`src/rtl/bar_color_sched_pkg.sv`:
```
// Shared types and constants for the bar-colour table sequencer.
package bar_color_sched_pkg;

  localparam int RGB_W = 15;
  localparam logic CH_L = 1'b0;
  localparam logic CH_R = 1'b1;

  typedef enum logic [2:0] {
    ST_IDLE,
    ST_ISSUE,
    ST_WAIT,
    ST_WRITE,
    ST_DONE
  } state_t;

endpackage

```
`src/rtl/bar_color_sched.sv`:
```
// Time-shares one BarColor engine between a full two-channel table refresh and
// single-entry updates; results land in the bar-colour RAM at {ch,bar}.
module bar_color_sched
  import bar_color_sched_pkg::*;
#(
  parameter int BAR_W   = 7,
  parameter int TIMEOUT = 63,
  parameter int TO_W    = 6
) (
  input  logic               Clock,
  input  logic               nReset,
  input  logic               Refresh,
  input  logic [BAR_W-1:0]   NumBars,
  input  logic [RGB_W-1:0]   ColorL,
  input  logic [RGB_W-1:0]   ColorR,
  input  logic               GradationEn,
  input  logic               SingleReq,
  input  logic               SingleCh,
  input  logic [BAR_W-1:0]   SingleBar,
  output logic               SingleAck,
  output logic               BcStart,
  output logic [BAR_W-1:0]   BcBar,
  output logic [RGB_W-1:0]   BcInColor,
  output logic               BcGradEn,
  input  logic               BcEnd,
  input  logic [RGB_W-1:0]   BcColor,
  output logic               WrEn,
  output logic [BAR_W:0]     WrAddr,
  output logic [RGB_W-1:0]   WrData,
  output logic               Busy,
  output logic               Done,
  output logic               Err
);

  state_t             state, state_d;
  logic               pend;
  logic               ch;
  logic               mode_ref;
  logic               last_ref;
  logic               err_q;
  logic [BAR_W-1:0]   bar;
  logic [BAR_W-1:0]   num_q;
  logic [TO_W-1:0]    to_cnt;
  logic [RGB_W-1:0]   in_color_q;
  logic [RGB_W-1:0]   wr_data_q;
  logic               grad_q;

  logic               ref_req;
  logic               launch_ref;
  logic               launch_single;
  logic               timeout_hit;
  logic               last_bar;
  logic [RGB_W-1:0]   issue_color;

  assign ref_req     = Refresh | pend;
  assign issue_color = ch ? ColorR : ColorL;
  assign last_bar    = (bar == num_q - 1'b1);
  // BcEnd on the final count still counts as success, hence the !BcEnd term.
  assign timeout_hit = (state == ST_WAIT) && !BcEnd && (to_cnt == TO_W'(TIMEOUT - 1));

  always_comb begin
    state_d       = state;
    launch_ref    = 1'b0;
    launch_single = 1'b0;
    case (state)
      ST_IDLE: begin
        // Alternate priority when both sources wait, so neither starves.
        if (ref_req && (!SingleReq || !last_ref)) begin
          launch_ref = 1'b1;
          state_d    = (NumBars == '0) ? ST_DONE : ST_ISSUE;
        end else if (SingleReq) begin
          launch_single = 1'b1;
          state_d       = ST_ISSUE;
        end
      end
      ST_ISSUE: state_d = ST_WAIT;
      ST_WAIT: begin
        if (BcEnd)            state_d = ST_WRITE;
        else if (timeout_hit) state_d = ST_IDLE;
      end
      ST_WRITE: begin
        if (!mode_ref)                  state_d = ST_IDLE;
        else if (!last_bar || ch == CH_L) state_d = ST_ISSUE;
        else                            state_d = ST_DONE;
      end
      ST_DONE: state_d = ST_IDLE;
      default: state_d = ST_IDLE;
    endcase
  end

  always_ff @(posedge Clock or negedge nReset) begin
    if (!nReset) begin
      state      <= ST_IDLE;
      pend       <= 1'b0;
      ch         <= CH_L;
      bar        <= '0;
      num_q      <= '0;
      mode_ref   <= 1'b0;
      last_ref   <= 1'b0;
      err_q      <= 1'b0;
      to_cnt     <= '0;
      in_color_q <= '0;
      grad_q     <= 1'b0;
      wr_data_q  <= '0;
    end else begin
      state <= state_d;
      pend  <= (pend | Refresh) & ~launch_ref;
      if (state != ST_IDLE && state_d == ST_IDLE) last_ref <= mode_ref;
      case (state)
        ST_IDLE: begin
          if (launch_ref) begin
            num_q    <= NumBars;
            ch       <= CH_L;
            bar      <= '0;
            mode_ref <= 1'b1;
          end else if (launch_single) begin
            ch       <= SingleCh;
            bar      <= SingleBar;
            mode_ref <= 1'b0;
          end
        end
        ST_ISSUE: begin
          // BarColor samples its inputs late, so freeze them for the whole WAIT.
          in_color_q <= issue_color;
          grad_q     <= GradationEn;
          to_cnt     <= '0;
        end
        ST_WAIT: begin
          if (BcEnd) begin
            wr_data_q <= BcColor;
          end else begin
            to_cnt <= to_cnt + 1'b1;
            if (timeout_hit) err_q <= 1'b1;
          end
        end
        ST_WRITE: begin
          if (mode_ref) begin
            if (!last_bar) begin
              bar <= bar + 1'b1;
            end else if (ch == CH_L) begin
              ch  <= CH_R;
              bar <= '0;
            end
          end
        end
        default: ;
      endcase
    end
  end

  assign BcStart   = (state == ST_ISSUE);
  assign BcBar     = bar;
  assign BcInColor = (state == ST_ISSUE) ? issue_color : in_color_q;
  assign BcGradEn  = (state == ST_ISSUE) ? GradationEn : grad_q;
  assign WrEn      = (state == ST_WRITE);
  assign WrAddr    = {ch, bar};
  assign WrData    = wr_data_q;
  assign Busy      = (state != ST_IDLE);
  assign Done      = (state == ST_DONE);
  assign Err       = err_q;
  assign SingleAck = !mode_ref && ((state == ST_WRITE) || timeout_hit);

  a_single_held: assert property (@(posedge Clock) disable iff (!nReset)
    (!mode_ref && (state == ST_ISSUE || (state == ST_WAIT && !timeout_hit))) |-> SingleReq);

endmodule

```
`config.mk`:
```
export PLATFORM = sky130hd
export DESIGN_NAME = bar_color_sched
export DESIGN_NICKNAME = d
export VERILOG_FILES = /design/src/rtl/bar_color_sched_pkg.sv /design/src/rtl/bar_color_sched.sv
export SDC_FILE = /design/constraint.sdc
export NUM_CORES = 1
export LEC_CHECK = 0
export BUFFER_PORTS_ARGS = -buffer_cell sky130_fd_sc_hd__buf_2
export CAP_MARGIN = 5
export CELL_PAD_IN_SITES_DETAIL_PLACEMENT = 1
export CELL_PAD_IN_SITES_GLOBAL_PLACEMENT = 1
export CORE_MARGIN = 5
export CORE_UTILIZATION = 39
export CTS_CLUSTER_DIAMETER = 200
export DETAILED_ROUTE_END_ITERATION = 10
export GPL_TIMING_DRIVEN = 0
export PLACE_DENSITY_LB_ADDON = 0.1
export SLEW_MARGIN = 20
export SYNTH_ARGS = -nofsm -noshare
export SYNTH_HDL_FRONTEND = slang
export SYNTH_SLANG_ARGS = --single-unit
```
`constraint.sdc`:
```
create_clock -name Clock -period 4.9 [get_ports Clock]
set_input_delay 0.49 -clock Clock [delete_from_list [all_inputs] [get_ports Clock]]
set_output_delay 0.49 -clock Clock [all_outputs]
set_load 0.01 [all_outputs]
```
==> metrics.yaml <==
timing:
  setup_viol: 0
  max_slew_margin_pct: 48.5
  rsz0062_at_grt: "no"
  worst_pin_slew_ps: 773
  fin_crit_sh_pct: 58.6
  period_needed_ps: 2870
  skew_ps: 10.5
  max_freq_ghz: 0.348
  fin_hold_ws_ps: 226
  fin_tns_setup_ps: 0
  slew_viol_final: 0
  hold_viol_final: 0
clock_network:
  clk_pin_slew_ps: 70
  clock_latency_ps: 330
  clock-sinks: 59
  holdBufCountCts: 0
  cts-resized-gates: 0
  cts_buffers: 9
  cts_root_buffer: "clkbuf_8"
  post_cts_buffers: 0
  clk_path_buf_depth: 2
  cts_max_level: 3
  cts_tree: "yes"
grt:
  gr-total-overflow: 0
  grt_pass1_vias: 2772
  antenna_found_initial: 1
  grt_max_degree: 60
  grt_pass1_wl_um: 14200
  gr-usage-all-layers_pct: 18.2
floorplan:
  pin_count: 118
  chipHeight_um: 98.0
  rows: 32
  die_w_um: 98.0
  die_area_mm2: 0.00960
  core_area_mm2: 0.00765
  initial_core_util_pct: 39.5
critical_path:
  crit_type: "reg2out"
  startpoint_type: "register"
  cp_max_fo: 10
  rr_worst_depth: 5
  r2r_slack_ps: 2540
  crit_path_end_kind: "output pin"
  cp.arrival_ps: 2380
  critPathRequiredTime_ps: 4410
  r2r_start: "state[2]"
  cp-startpoint: "state[2]"
layout:
  final_nets: 486
  final_cell_mix: "117 x buf_2, 59 x dfrtp_1, 31 x a21oi_1, 26 x nor2_1, 24 x nand2_1"
  drive_gt1_share_pct: 41.3
  final_common_cell: "buf_2"
  areaGrowthSynthToFinish_pct: 30.5
  stdcell_area_mm2: 0.00394
synthesis:
  avgSynthCellArea_um2: 10.5
  ys_seq_area_share_pct: 48.9
  ys_warn_count: 0
  yosys_register_bits: 59
  syn_inst: 288
  synthArstFlopShare_pct: 100
  ys.flop_type: "dfrtp_1"
  ys_types: 47
  syn-cell-area_mm2: 0.00302
  synth_edf_count: 0
  syn_nets: 358
power:
  p_leak_nw: 1.89
  ir_worst_vdd_v: 0.000313
  power.density_mw_per_mm2: 686
placement:
  io_buffer_count: 117
  place_congestion: 0.771
  post-dp-hpwl_um: 6400
  post_dp_cell_area_mm2: 0.00373
drt:
  wl_per_cell_um: 16.1
  vias_per_cell: 5.05
  drt-total-wl_um: 8430
  vias: 2644
  drc_errors: 0
  ant_nets: 0
  drt_iter0_drc: 41
  drt_pass1_iterations: 4
min_path:
  hp-class: "in2async"
outcome:
  status: "completed"
job:
  cap_violations: 0
[per-layer routing]
layer  vias up  routed length [um]  global-route usage, %
met1      1281                3580                   23.1
li1       1280                   -                      -
met3         8                 491                   5.07
met4         0                 104                   4.58
met2        75                4250                   30.7
met5         -                   0                      0
[critical path, stage by stage (launching register included)]
cell and delay (ps):
dfrtp_1 370, clkbuf_1 200, nand2b_1 240, or2_2 330, nor3_1 310, nand4_1 240
a21oi_1 210, buf_2 160
[report_power, final]
group	internal (W)	total [W]	switching [W]
registers	0.000707	0.000880	0.000173
logic	0.000623	0.00137	0.000744
clock network	0.000249	0.000452	0.000204
[path summary, 6_finish.rpt]
kind | to
min in group Clock | WrData[13]
setup reg to reg | WrData[14]
setup / recovery | SingleAck
max in group asynchronous | num_q[2]
hold / removal | to_cnt[4]
hold reg to reg | Err
[flip-flops by register name, indices dropped and copies added, names as in the netlist]
| name | flops |
|---|---|
| BcBar | 7 |
| to_cnt | 6 |
| ch | 1 |
| pend | 1 |
| Err | 1 |
| num_q | 7 |
| last_ref | 1 |
| grad_q | 1 |
| in_color_q | 15 |
| mode_ref | 1 |
| WrData | 15 |
| state | 3 |
[final cells by class]
class,instances,area (um^2)
antenna,1,2.50
buffer,18,110
clock buffer,10,138
clock inverter,6,63.8
fill,919,3710
inverter,8,30.0
multi-input combinational,203,1400
sequential,59,1480
tap,102,128
timing repair buffer,117,588
[through the flow]
step | instances | worst slack (ps) | utilization [%] | power (W)
after floorplan | 288 | 2720 | - | 0.00178
after global placement | 507 | 2340 | 48.8 | 0.00224
after detailed placement | 507 | 2340 | 48.8 | 0.00228
after CTS | 523 | 1960 | 51.5 | 0.00275
after global routing | 524 | 1730 | 51.5 | 0.00293
final | 524 | 2030 | 51.5 | 0.00270
[kinds of logic (layout without fill, tap and decap cells)]
logic type / Yosys count / in the layout / share of synthesized area (%)
AOI/OAI and AO/OA: 66 / 66 / 13.8
xor gates and xnor gates: 11 / 11 / 3.65
DFF: 59 / 59 / 48.9
other: 0 / 1 / 0
buffers and inverters: 26 / 159 / 4.64
and+or+nand+nor: 84 / 84 / 13.8
adders and majority gates: 4 / 4 / 1.66
muxes: 38 / 38 / 13.6
[cell usage after synthesis, drive strengths merged, types with 2 or more instances]
master	n	share of area [%]
nor2	26	3.2
buf	12	2.9
nand3b	3	0.75
o41ai	2	0.58
ha	4	1.7
nand2b	2	0.41
xor2	7	2.0
clkbuf	6	0.75
nand4	2	0.41
nor3b	4	1.2
clkinv	2	0.25
nand4b	2	0.79
and3	2	0.41
nand3	5	0.83
o21a	2	0.50
mux2i	15	5.0
mux2	23	8.6
a21oi	31	5.1
or3	2	0.41
a22o	4	1.2
nand2	24	3.0
nor3	8	1.5
dfrtp	59	49
inv	6	0.75
xnor2	3	0.87
o21ai	11	1.8
o31ai	8	2.2
No activity file was read; power rests on OpenSTA's default activity.
